--- config.mk ---
export PLATFORM = sky130hd
export DESIGN_NAME = saturn_pc_rstk_sched
export DESIGN_NICKNAME = d
export VERILOG_FILES = /design/src/rtl/saturn_pc_rstk_sched.sv
export SDC_FILE = /design/constraint.sdc
export NUM_CORES = 1
export LEC_CHECK = 0
export BUFFER_PORTS_ARGS = -buffer_cell sky130_fd_sc_hd__buf_4
export CAP_MARGIN = 15
export CORE_MARGIN = 2
export CORE_UTILIZATION = 46
export CTS_BUF_LIST = sky130_fd_sc_hd__clkbuf_16
export CTS_CLUSTER_SIZE = 14
export DETAILED_ROUTE_END_ITERATION = 10
export PLACE_DENSITY = 0.7
export SYNTH_ARGS = -nofsm -noshare
export SYNTH_HDL_FRONTEND = slang
export SYNTH_SLANG_ARGS = --single-unit
export TNS_END_PERCENT = 10
--- constraint.sdc ---
create_clock -name i_clk -period 2.93 [get_ports i_clk]
set_input_delay 0.293 -clock i_clk [delete_from_list [all_inputs] [get_ports i_clk]]
set_output_delay 0.293 -clock i_clk [all_outputs]
set_load 0.01 [all_outputs]
--- src/rtl/saturn_pc_rstk_sched.sv ---
// saturn_pc_rstk_sched: 4-phase sequencer and PC/RSTK command arbiter with stack-depth tracking
module saturn_pc_rstk_sched #(
  parameter int RSTK_DEPTH = 8,
  parameter int STARVE_LIMIT = 4
) (
  input  logic        i_clk,
  input  logic        i_reset,
  input  logic        i_clk_en,
  input  logic        i_bus_busy,
  output logic [1:0]  o_phase,
  output logic [3:0]  o_phases,
  output logic [31:0] o_cycle_ctr,
  input  logic        i_exec_req,
  input  logic [2:0]  i_exec_op,
  input  logic [19:0] i_exec_data,
  output logic        o_exec_gnt,
  input  logic        i_dbg_req,
  input  logic [2:0]  i_dbg_op,
  input  logic [19:0] i_dbg_data,
  output logic        o_dbg_gnt,
  output logic        o_cmd_valid,
  output logic [2:0]  o_cmd_op,
  output logic [19:0] o_cmd_data,
  output logic [3:0]  o_rstk_depth,
  output logic        o_overflow,
  output logic        o_underflow,
  output logic        o_busy
);
  typedef enum logic {IDLE, ARMED} state_t;
  localparam int SW = $clog2(STARVE_LIMIT + 1);
  state_t state, state_d;
  logic adv, arb, issue, exec_win, push, pop, legal;
  logic [SW-1:0] starve_cnt;
  logic [2:0] lat_op;
  logic [19:0] lat_data;
  assign adv = i_clk_en && !i_bus_busy;
  assign o_phases = adv ? 4'b0001 << o_phase : 4'b0000;
  assign o_busy = state == ARMED;
  assign push = lat_op == 3'd2 || lat_op == 3'd4;
  assign pop = lat_op == 3'd3 || lat_op == 3'd5;
  assign legal = lat_op == 3'd1 || push || pop;
  // arbitration point, issue point and next-state decode
  always_comb begin
    arb = adv && state == IDLE && o_phase == 2'd2;
    issue = adv && state == ARMED && o_phase == 2'd3;
    exec_win = i_exec_req && (!i_dbg_req || starve_cnt == SW'(STARVE_LIMIT));
    state_d = (arb && (i_exec_req || i_dbg_req)) ? ARMED : issue ? IDLE : state;
  end
  // FSM state register
  always_ff @(posedge i_clk) state <= i_reset ? IDLE : state_d;
  // phase/cycle counters, grant latching, command issue and depth tracking
  always_ff @(posedge i_clk) begin
    if (i_reset) begin
      o_phase <= '0;
      o_cycle_ctr <= '0;
      o_exec_gnt <= 1'b0;
      o_dbg_gnt <= 1'b0;
      o_cmd_valid <= 1'b0;
      o_cmd_op <= '0;
      o_cmd_data <= '0;
      o_rstk_depth <= '0;
      o_overflow <= 1'b0;
      o_underflow <= 1'b0;
      starve_cnt <= '0;
      lat_op <= '0;
      lat_data <= '0;
    end else begin
      o_exec_gnt <= arb && exec_win;
      o_dbg_gnt <= arb && i_dbg_req && !exec_win;
      o_cmd_valid <= issue && legal;
      o_overflow <= issue && push && o_rstk_depth == 4'(RSTK_DEPTH);
      o_underflow <= issue && pop && o_rstk_depth == 4'd0;
      if (adv) o_phase <= o_phase + 2'd1;
      if (adv && o_phase == 2'd3) o_cycle_ctr <= o_cycle_ctr + 32'd1;
      if (arb && (i_exec_req || i_dbg_req)) begin
        lat_op <= exec_win ? i_exec_op : i_dbg_op;
        lat_data <= exec_win ? i_exec_data : i_dbg_data;
      end
      if (arb) starve_cnt <= (!i_exec_req || exec_win) ? '0 : (starve_cnt == SW'(STARVE_LIMIT)) ? starve_cnt : starve_cnt + 1'b1;
      if (issue && legal) begin
        o_cmd_op <= lat_op;
        o_cmd_data <= lat_data;
      end
      if (issue && push && o_rstk_depth != 4'(RSTK_DEPTH)) o_rstk_depth <= o_rstk_depth + 4'd1;
      if (issue && pop && o_rstk_depth != 4'd0) o_rstk_depth <= o_rstk_depth - 4'd1;
    end
  end
endmodule

== Yosys cells after proc, flatten, opt, wreduce, memory -nomap -nowiden ==
Index checks and enable logic that the tools add are counted.
Storage, ports and cells
  memories: 0
  input port bits: 52
  bits in latches: 0
  memory bits (read-only): 0
  word-level logic and storage cells: 75
  register bits: 93
  RAM bits: 0
Operators by class
  add/sub/neg operators: 5
  $lt $le $gt $ge: 0
  shifts and indexed selects: 1
  div/mod/pow operators: 0
  eq/ne operators: 11
  bitwise operators: 1
  muxes and demuxes: 9
  multipliers: 0
  reductions and logical operators: 34
Operators with widths (count)
  $add A32 B1 Y32 const B: 1
  $mux W20: 1
  $logic_and A1 B1 Y1: 18
  $mux W4: 3
  $eq A3 B3 Y1 const B: 3
  $mux W3: 3
  $logic_or A1 B1 Y1: 7
  $eq A3 B2 Y1 const B: 2
  $add A4 B1 Y4 const B: 1
  $eq A2 B2 Y1 const B: 2
  $eq A4 B4 Y1 const B: 1
  $logic_not A1 Y1: 4
  $logic_not A4 Y1: 1
  $ne A4 B4 Y1 const B: 1
  $reduce_bool A2 Y1: 2
  $reduce_bool A4 Y1: 1
  $shl A1 B2 Y4 const A: 1
  $sub A4 B1 Y4 const B: 1
  $add A3 B1 Y3 const B: 1
  $eq A3 B1 Y1 const B: 1
  $add A2 B1 Y2 const B: 1
  $mux W1: 2
  $ne A2 B1 Y1 const B: 1
  $reduce_and A2 Y1: 1
  $not A1 Y1: 1

== Depth between registers and ports, before layout ==
  depth in word-level cells: 8
  gate-level depth with buffers: 10

== Worst setup path after synthesis ==
Ideal clock, no wire load.
  path type: register to register
  start: reg o_phase[0]
  end: reg o_rstk_depth[2]
  path buffers: 1
  required time: 2844 ps
  stages on the path, launching flop included: 10
  library setup time: 86 ps
  arrival: 2216 ps
  period minus slack after synthesis: 2302 ps
  path slack: 628 ps
  path through: dfxtp_1 ha_1 and4b_1 buf_2 and3_1 mux2_2 ha_1 o311ai_0 o211ai_1 a211oi_1
Between the ends
  longest elaborated chain between the ends: 5
  elaborated cells between the ends (all ways): 8
RTL lines
  from (decl): line 10  | output logic [1:0] o_phase,
  from (signal assigned): line 73  | if (adv) o_phase <= o_phase + 2'd1;
  $eq A2 B2 Y1 *: line 45  | issue = adv && state == ARMED && o_phase == 2'd3;
  $logic_and A1 B1 Y1 *: line 45
  $logic_and A1 B1 Y1, on equally long branches (2 in a row): line 85, 84
  $mux W4 / $reduce_bool A2 Y1 (equally long branches)
  to (signal assigned): line 84  | if (issue && push && o_rstk_depth != 4'(RSTK_DEPTH)) o_rstk_depth <= o_rstk_depth + 4'd1;
  to (signal assigned): line 85  | if (issue && pop && o_rstk_depth != 4'd0) o_rstk_depth <= o_rstk_depth - 4'd1;
  to (decl): line 24  | output logic [3:0] o_rstk_depth,
Every way passes the cells marked *; elsewhere a longest branch is shown, timed or not.
A chain may end at the register's enable or synchronous reset.

== Final worst setup path ==
Ends and elaborated chain as after synthesis.

==> run metrics <==
drt pass-1 iters 4; Total GRT Usage 19.21%; Final Non-Filler Cells 692; IO Port Bufs 122; H-tree levels 3; Leak Pwr 2.507 nW; Final Cycle Share 80.94%; Yosys reg bits 93; synthesized area per cell 9.265 sq um; cells after synthesis 469; max_cap viols 0; Die H 101.2 microns; CP max FO 5; commonest cells after routing, fill and taps aside buf_4 (127), dfxtp_1 (93), nor2_1 (74); Post-synth EDFFs 0; Worst-Margin Slew 0.8970 ns; vias per cell between 5 and 6; Setup TNS 0 ns; Clock Tree Root clkbuf_16; FF/Latch Area around 1900 sq um; row count 35; routed length per instance 14.39 microns; Worst Hold Class input pin to flip-flop; final-layout fill cell count 790; Final nets 636; Worst EP arrival 2.61 ns; Main synth FF type dfxtp_1; proportion of layout cells with a drive suffix above 1 28.57%; Setup crit start kind flip-flop; total I/O pin count 123; Total Wirelength 9958 microns; area of the multi-input gates 2272 sq um; outcome complete, no violations; CTS Hold Buffers Added 0; hpwl dp between 7000 and 8000 microns; fmax approximately 420 MHz; Final Max Tran Viols 0; Placed Cells incl. Taps 676; later-pin clock latency in the skew report 0.34 ns; TritonCTS clock tree yes; Ant. Diodes 0; Seq/Total Area, Yosys 42.84%; Die Wd about 100 microns; GRT Residual Overflow 0; Vias 3732; setup bufs post-CTS 0; initial DRC count 115; clk_skew 0.009979 ns; synth-to-layout area growth 28.74%; Antenna Nets Post-Route 0; Fin. Hold Viols 0; gpl congestion between 0.7 and 0.8; syn nets 529; worst path required time 3.17 ns; PD cells 465.8 nW/um^2; Synth Cell Area roughly 4300 sq um; Die ar. 10240 sq um; total clock sinks 93; antenna violations before repair 0; Post-synth ARST share 0%; RSZ-0062 raised after global routing no; clock slew at reported path FFs 0.06 ns; CORE AREA 9196 sq um; post-layout minimum cycle time 2.372 ns; Setup CP Type flip-flop to flip-flop; relative max-transition margin around two fifths; most common cell after layout, fill and taps aside buf_4; vias in the first global route roughly 3500; # DRC 0; CTS buffer count 9; maximum resistive drop on vdd 364.6 uV; first-pass GRT wire length between 15000 and 20000 microns; post-CTS resize count 0; Initial Utilization 47.25%; Clock Tree Buf Depth 2; unique cell type count in the Yosys netlist between 50 and 60; largest net degree at the start of global routing 90; final setup fails 0; Synth Warn # 0; Final Util 60.83%; CP Capture Type flip-flop
per-layer routing:
metal / global-route usage (%) / vias to the layer above / part of all wire [%]
met2: 32.91 / 94 / 50
met4: 5.717 / 0 / 1.0
li1: - / 1904 / -
met1: 23.83 / 1724 / 44
met5: 0 / - / 0
met3: 4.969 / 10 / 4.9
kinds of logic (layout without fill, tap and decap cells):
kind of cell	count (synthesis)	in the layout	synth area share (%)
flip-flops	93	93	42.84
XOR/XNOR	13	13	2.620
AND/OR/NAND/NOR	182	182	22.78
AO/OA/AOI/OAI	76	76	11.69
buffers and inverters	43	155	5.039
multiplexers	54	54	12.73
adder cells (fa/ha/maj)	8	8	2.304
final timing paths:
check / from / endpoint / slack (ns) / cells after the start
setup reg to reg: o_phase[0]$_SDFFE_PP0N_ / o_rstk_depth[2]$_SDFFE_PP0P_ / 0.56 / 8
hold / removal: i_dbg_req / o_dbg_gnt$_SDFF_PP0_ / 0.22 / 3
hold reg to reg: o_cmd_op[1]$_SDFFE_PP0P_ / o_cmd_op[1]$_SDFFE_PP0P_ / 0.47 / 2
setup / recovery: o_phase[0]$_SDFFE_PP0N_ / o_rstk_depth[2]$_SDFFE_PP0P_ / 0.56 / 8
synthesized netlist by cell type (4+ instances only):
cell      number  area [sq um]
nor3_1         4         20.02
o31ai_1       10         75.07
mux2i_1       44         440.4
buf_6          4         45.04
and2_1         7         43.79
dfxtp_1       93          1862
buf_4          5         37.54
o21ai_0        7         35.03
nor2_1        75         281.5
xor2_1         9         78.83
xnor2_1        4         35.03
a211oi_1      24         180.2
nand4_1       10         62.56
inv_1         11         41.29
buf_2          7         35.03
nand2_1       16         60.06
or4_1          9         67.56
ha_1           8         100.1
or3_1          7         43.79
a21oi_1       22         110.1
mux2_2         9         101.4
nor4_1         9         56.30
clkbuf_1      13         48.80
nor2b_1       10         62.56
nand3_1       12         60.06
power breakdown:
part	switching [mW]	total [mW]	internal, mW
Combinational	0.0672	0.146	0.0786
Sequential	0.00585	1.28	1.27
Clock	0.508	1.18	0.677
critical path, stage by stage, from the launching register on:
cell and delay, ns:
dfxtp_1 0.42, ha_1 0.26, and4b_1 0.25, and3_1 0.27, mux2_2 0.37, ha_1 0.23
o311ai_0 0.10, o211ai_1 0.14, a211oi_1 0.24
flip-flops by register name, summed over array words and instances, names as in the netlist, 2 cells and up:
| signal | count |
|---|---|
| lat_data | 20 |
| lat_op | 3 |
| o_cmd_data | 20 |
| o_cmd_op | 3 |
| o_cycle_ctr | 32 |
| o_phase | 2 |
| o_rstk_depth | 4 |
| starve_cnt | 3 |
per-stage QoR:
stage          setup slack (ns)  area [sq um]  power (mW)  hold slack, ns
2_1_floorplan            0.6281          4345       1.377          0.4113
3_3_place_gp             0.6824          5288       1.450          0.4490
3_5_place_dp             0.5584          5288       1.452          0.4647
4_1_cts                  0.5538          5594       2.633          0.2137
5_1_grt                  0.3379          5594       2.699          0.2320
6_report                 0.5583          5594       2.606          0.2237
area by class of cell:
| cell class | instances | share of cell area, % |
|---|---|---|
| Multi-Input combinational cell | 333 | 40.62 |
| Sequential cell | 93 | 33.28 |
| Timing Repair Buffer | 128 | 17.40 |
| Clock buffer | 9 | 4.026 |
| Tap cell | 111 | 2.483 |
| Clock inverter | 7 | 1.454 |
| Inverter | 11 | 0.7381 |
Power figures use the tool's default switching activity.
